$ cat config.mk
export PLATFORM = sky130hd
export DESIGN_NAME = stream_fifo
export DESIGN_NICKNAME = d
export VERILOG_FILES = /design/src/rtl/stream_fifo.sv
export SDC_FILE = /design/constraint.sdc
export NUM_CORES = 1
export LEC_CHECK = 0
export BUFFER_PORTS_ARGS = -buffer_cell sky130_fd_sc_hd__buf_2
export CAP_MARGIN = 25
export CORE_MARGIN = 10
export CORE_UTILIZATION = 50
export DETAILED_ROUTE_END_ITERATION = 10
export PLACE_DENSITY = 0.69
export SYNTH_ARGS = -nofsm -noshare
export SYNTH_HDL_FRONTEND = slang
export SYNTH_SLANG_ARGS = --single-unit
$ cat constraint.sdc
create_clock -name clk -period 5.55 [get_ports clk]
set_clock_uncertainty 0.2 [all_clocks]
set_input_delay 0.555 -clock clk [delete_from_list [all_inputs] [get_ports clk]]
set_output_delay 0.555 -clock clk [all_outputs]
set_load 0.02 [all_outputs]
$ cat src/rtl/stream_fifo.sv
// stream_fifo: first-word-fall-through stream FIFO with occupancy count,
// full/empty/almost_full flags and a high-water mark. flush clears the
// queue synchronously; rst_n clears it asynchronously. Payload storage is
// never cleared; m_data is forced to zero whenever the queue is empty.
module stream_fifo #(
  parameter int DATA_W   = 8,
  parameter int DEPTH    = 8,
  parameter int AF_LEVEL = DEPTH - 1
) (
  input  logic                       clk,
  input  logic                       rst_n,
  input  logic                       flush,
  input  logic                       s_valid,
  input  logic [DATA_W-1:0]          s_data,
  output logic                       s_ready,
  output logic                       m_valid,
  output logic [DATA_W-1:0]          m_data,
  input  logic                       m_ready,
  output logic [$clog2(DEPTH+1)-1:0] count,
  output logic                       full,
  output logic                       empty,
  output logic                       almost_full,
  output logic [$clog2(DEPTH+1)-1:0] high_water
);

  localparam int PTR_W = $clog2(DEPTH);
  localparam int CNT_W = $clog2(DEPTH+1);
  localparam logic [CNT_W-1:0] DEPTH_C = CNT_W'(DEPTH);
  localparam logic [CNT_W-1:0] AF_C    = CNT_W'(AF_LEVEL);

  logic [DATA_W-1:0] mem_q [DEPTH];

  logic [PTR_W-1:0] wr_ptr_q, wr_ptr_d;
  logic [PTR_W-1:0] rd_ptr_q, rd_ptr_d;
  logic [CNT_W-1:0] count_q, count_d;
  logic [CNT_W-1:0] hw_q, hw_d;

  logic push;
  logic pop;

  // Flags come from registered occupancy only, so there is no path from
  // s_valid or m_ready to s_ready or m_valid.
  assign full        = (count_q == DEPTH_C);
  assign empty       = (count_q == '0);
  assign almost_full = (count_q >= AF_C);
  assign s_ready     = !full;
  assign m_valid     = !empty;
  assign count       = count_q;
  assign high_water  = hw_q;

  assign push = s_valid && s_ready;
  assign pop  = m_valid && m_ready;

  // Head entry falls straight through from storage; zero when nothing is queued.
  assign m_data = m_valid ? mem_q[rd_ptr_q] : '0;

  // Next-state for pointers, occupancy and high-water; flush wins over traffic.
  always_comb begin
    wr_ptr_d = wr_ptr_q;
    rd_ptr_d = rd_ptr_q;
    count_d  = count_q;
    hw_d     = hw_q;
    if (flush) begin
      wr_ptr_d = '0;
      rd_ptr_d = '0;
      count_d  = '0;
      hw_d     = '0;
    end else begin
      // Pointer width equals log2(DEPTH), so increments wrap naturally.
      if (push) wr_ptr_d = wr_ptr_q + 1'b1;
      if (pop)  rd_ptr_d = rd_ptr_q + 1'b1;
      case ({push, pop})
        2'b10:   count_d = count_q + 1'b1;
        2'b01:   count_d = count_q - 1'b1;
        default: count_d = count_q;
      endcase
      if (count_d > hw_q) hw_d = count_d;
    end
  end

  // Control state register with asynchronous active-low clear.
  always_ff @(posedge clk or negedge rst_n) begin
    if (!rst_n) begin
      wr_ptr_q <= '0;
      rd_ptr_q <= '0;
      count_q  <= '0;
      hw_q     <= '0;
    end else begin
      wr_ptr_q <= wr_ptr_d;
      rd_ptr_q <= rd_ptr_d;
      count_q  <= count_d;
      hw_q     <= hw_d;
    end
  end

  // Payload storage: written on an accepted push unless flushed, never cleared.
  always_ff @(posedge clk) begin
    if (push && !flush) begin
      mem_q[wr_ptr_q] <= s_data;
    end
  end

endmodule

### Yosys cells after proc, flatten, opt, wreduce, memory -nomap -nowiden

Memories as Yosys holds them, arrays and structs flattened.
Index checks and enable logic that the tools add are counted.

* register bits: 14
* latch bits: 0
* bits in writable memories: 64
* ROM bits: 0
* input bits: 13
* output and inout port bits: 21
* word-level logic and storage cells: 36
* memories: 1

* $add $sub $neg: 4
* multipliers: 0
* divide/modulo/power cells: 0
* order comparisons: 2
* eq/ne operators: 3
* shifts and indexed selects: 0
* muxes and demuxes: 12
* bitwise gates (word level): 0
* reduce and logical (&&, ||, !) cells: 10

Memories
* mem_q: depth 8, bits a word 8, read ports 1, clocked after Yosys merged registers in 0, write ports 1, line 31 `logic [DATA_W-1:0] mem_q [DEPTH];`

Operator list (count)
* $mux 4: 4
* $mux 3: 4
* $mux 8: 1
* $pmux 4 s2: 1
* $add 3x1->3 const B: 2
* $reduce_bool 2->1: 3
* $add 4x1->4 const B: 1
* $eq 4x4->1 const B: 1
* $ge 4x3->1 const B: 1
* $gt 4x4->1: 1
* $logic_not 4->1: 1
* $sub 4x1->4 const B: 1
* $logic_and 1x1->1: 3
* $logic_not 1->1: 3
* $eq 2x1->1 const B: 1
* $eq 2x2->1 const B: 1
* $mux 1: 2

### Longest topological paths before layout

* depth in word-level cells: 9
* depth in mapped cells: 17
* gate-level depth less buffers: 15

### Worst setup path before layout

Ideal clock, no wire load.

* path type: register to register
* start: register count_q[2], in the netlist count[2]
* end: register hw_q[0], in the netlist high_water[0]
* library setup time: 132 ps
* arrival time: 3515 ps
* required time: 5218 ps
* path slack: 1703 ps
* stages on the path, launching flop included: 16
* path buffers: 2
* period minus slack after synthesis: 3847 ps
* cells stage by stage: dfrtp_1 -> buf_6 -> or4_1 -> clkbuf_2 -> nand2_1 -> inv_1 -> ha_1 -> a22oi_1 -> mux2i_1 -> xor2_1 -> inv_1 -> ha_1 -> and4_1 -> a21oi_1 -> mux2i_1 -> nor2_1

* cells in the longest elaborated chain, start to end: 8
* elaborated cells between the ends (all ways): 16
* those cells by class: 2 x add/sub; 1 x order compare; 3 x eq/ne; 4 x mux; 6 x reduce/logical

RTL lines
* from (decl): line 35 `logic [CNT_W-1:0] count_q, count_d;`
* from (signal assigned): line 91 `count_q <= count_d;`
* $logic_not 4->1 *: line 44 `assign empty = (count_q == '0);`
* $logic_not 1->1 *: line 47 `assign m_valid = !empty;`
* net m_valid: line 16 `output logic m_valid,`
* $logic_and 1x1->1 *: line 52 `assign pop = m_valid && m_ready;`
* $eq 2x1->1 / $eq 2x2->1 (equally long branches): line 72 `case ({push, pop})`
* $pmux 4 s2 *: line 72
* $mux 4 *: line 63 `if (flush) begin`
* $gt 4x4->1 / $mux 4 (equally long branches): line 77 `if (count_d > hw_q) hw_d = count_d;`
* $reduce_bool 2->1 (no source line) / $mux 4 (equally long branches)
* to (signal assigned): line 92 `hw_q <= hw_d;`
* to (decl): line 36 `logic [CNT_W-1:0] hw_q, hw_d;`

Mark *: on every way through the listed nets, which the timed path passes. The rest lies on a longest branch. The select of a mux whose other input is x is not followed.
A chain may end at the register's enable or synchronous reset.

### Worst setup path after layout

* start: register count_q[2], in the netlist count[2]
* end: register hw_q[0], in the netlist high_water[0]

* cells in the longest elaborated chain, start to end: 8
* elaborated cells between the ends (all ways): 16
* those cells by class: 2 x add/sub; 1 x order compare; 3 x eq/ne; 4 x mux; 6 x reduce/logical

RTL lines (line)
* $eq 4x4->1 / $logic_not 4->1 (equally long branches): 43, 44
* $logic_not 1->1, on equally long branches: 46, 47
* $logic_and 1x1->1, on equally long branches: 51, 52
* $eq 2x1->1 / $eq 2x2->1 (equally long branches): 72
* $pmux 4 s2 *: 72
* $mux 4 *: 63
* $gt 4x4->1 / $mux 4 (equally long branches): 77
* $reduce_bool 2->1 (no source line) / $mux 4 (equally long branches)

Every way passes the cells marked *; elsewhere a longest branch is shown, timed or not. The select of a mux whose other input is x is not followed.

==> metrics.yaml <==
yosysWarnings: 0
drc: 0
grt_overflow: 0
wl_um: 6200
postCtsSetupRepairBufs: 0
regArea_um2: 2270
slew_headroom_pct: 36.0
cts_root_buffer: "clkbuf_8"
die_area_um2: 10400
vdd_drop_max_mv: 0.305
diodes: 0
min_to: "mem_q[0][6]"
rows: 29
rrSetupSlack_ns: 1.59
die_h_um: 102
multi_input_area_um2: 1000
critPathKind: "flip-flop to flip-flop"
worst_pin_slew_ns: 0.954
hold-path-cell-count: 1
start_util_pct: 52.3
synth_seq_cells: 78
clk_pin_slew_ns: 0.08
hold-worst-slack_ns: 0.278
outcome: "finished clean"
p_leak_nw: 1.40
drtIter0Drc: 65
antenna_found_initial: 0
ioPinCount: 34
p_per_area_nw_per_um2: 470
ys.flop_type: "edfxtp_1"
seq_area_frac_synth_pct: 67.7
grt_max_degree: 19
worstPathArrival_ns: 3.97
netlist_top_cells_count: "64 x edfxtp_1, 28 x nor2_1, 16 x mux4_2, 14 x dfrtp_1"
cp_max_fo: 9
async_flop_share_pct: 17.9
finalMaxSlewViolations: 0
syn_nets: 230
synthesis.area_um2: 3360
min_path_type: "input pin to flip-flop"
hpwl_um: 4150
required_ns: 5.57
synthDistinctLibCells: 37
clk_path_buf_depth: 2
fillers: 508
period_share_pct: 71.3
synthTopCellsByArea: "edfxtp_1 57%, mux4_2 11%, dfrtp_1 10%"
synth_top_area_cell: "edfxtp_1"
avgSynthCellArea_um2: 16.1
place_congestion: 0.823
r2r-start: "count[2]"
syn_inst: 209
fmax_ghz: 0.253
placeableCoreArea_um2: 6420
htree_levels: 3
syn_to_final_growth_pct: 11.8
period_needed_ns: 3.96
num_vias: 1817
total_power_w: 0.00176
synth.most_common_cell: "edfxtp_1"
wire_per_inst_um: 18.9
synth-edff-count: 64
cts_tree: "built"
ant_nets: 0
r2r_cells: 13
r2r-end: "high_water[0]"
cp-start-kind: "flip-flop"
numCtsBuffers: 9
end_kind: "flip-flop"
drt-vias-per-instance: 5.52
grt_usage_pct: 13.0
rsz0062_at_grt: "no"
maxCapViolCount: 0
die_w_um: 102
final_layout_size_suffix_gt1_share_pct: 27.8
firstDrtPassIters: 4
port_buffers: 33
setup_violations: 0
layout.nets: 268
clock_latency_ns: 0.34
cts_sinks: 78
min_from: "s_data[6]"
grt_pass1_wl_um: 10000
synth_top_area_share_pct: 57.2
grt_pass1_vias: 1915
setup_tns_ns: 0
hold_viol_final: 0
[flip-flops by register name, summed over array words and instances, names as in the netlist]
signal / count
mem_q: 64
count: 4
high_water: 4
rd_ptr_q: 3
wr_ptr_q: 3
[per-layer routing]
metal	up-vias	routed length, µm	GRT usage (%)
met2	46	3050	21.2
met5	-	0	0
met4	0	74	6.83
met3	8	396	3.91
li1	864	-	-
met1	899	2680	15.2
[area by class of cell]
cell class              instances  area share [%]
multi-input cells             113            26.8
repair buffers                 36            5.06
well taps                      77            2.57
clock inverters                 5           0.700
clock buffers                  11            3.50
inverters                       9           0.900
flip-flops and latches         78            60.5
[worst max-delay path by stage]
stage,startpoint,endpoint,slack (ns),cells past startpoint
after floorplan,count[2],high_water[0],1.70,15
after global placement,count[2],high_water[0],1.76,13
after detailed placement,count[2],high_water[3],1.59,13
after CTS,count[2],high_water[3],1.59,13
after global routing,count[2],high_water[0],1.25,14
final,count[2],high_water[0],1.59,13
[critical path, stage by stage, from the launching register on]
cell,delay [ns]
dfrtp_1,0.47
or4_1,0.66
nand2_1,0.17
inv_1,0.08
ha_1,0.39
a31oi_1,0.18
mux2i_1,0.10
xor2_1,0.23
inv_1,0.07
ha_1,0.30
and4_1,0.19
a21oi_1,0.47
mux2i_1,0.25
nor2_1,0.05
[per-stage QoR]
stage / instances / area (µm²) / setup slack [ns] / utilization [%]
floorplan: 209 / 3360 / 1.70 / -
global placement: 312 / 3590 / 1.76 / 55.9
detailed placement: 312 / 3590 / 1.59 / 55.9
CTS: 329 / 3750 / 1.59 / 58.5
global route: 329 / 3750 / 1.25 / 58.5
finish: 329 / 3750 / 1.59 / 58.5
[cells in the final DEF, fill, tap and decap left out, types with 3 or more instances in the layout]
cell and instances:
buf_2 33, clkinv_1 3, a21oi_1 6, clkbuf_8 9
edfxtp_1 64, inv_1 8, mux2i_1 10, nor2_1 28
mux4_2 16, xnor2_1 3, ha_1 8, dfrtp_1 14
nand2_1 10, nor2b_1 3, xor2_1 6
[repair_timing]
action | 4_1_cts | 5_1_grt
hold endpoints to repair | 14 | 0
resized for setup | 0 | 0
hold buffers | 1 | 0
[power by group]
group / total (W) / internal (W) / switching (W)
Sequential: 0.000723 / 0.000676 / 0.0000469
Combinational: 0.000692 / 0.000278 / 0.000414
Clock: 0.000349 / 0.000159 / 0.000191
Total: 0.00176 / 0.00111 / 0.000652
[kinds of logic (layout without fill, tap and decap cells)]
group / Yosys count / count (layout) / synth area share, %
AOI/OAI and AO/OA: 15 / 15 / 3.02
xor gates and xnor gates: 9 / 9 / 2.35
adders and majority gates: 8 / 8 / 2.98
buffers and inverters: 18 / 61 / 2.57
DFF: 78 / 78 / 67.7
muxes: 27 / 27 / 14.0
and+or+nand+nor: 54 / 54 / 7.38
Note: power is estimated with default switching activity, not from simulation.
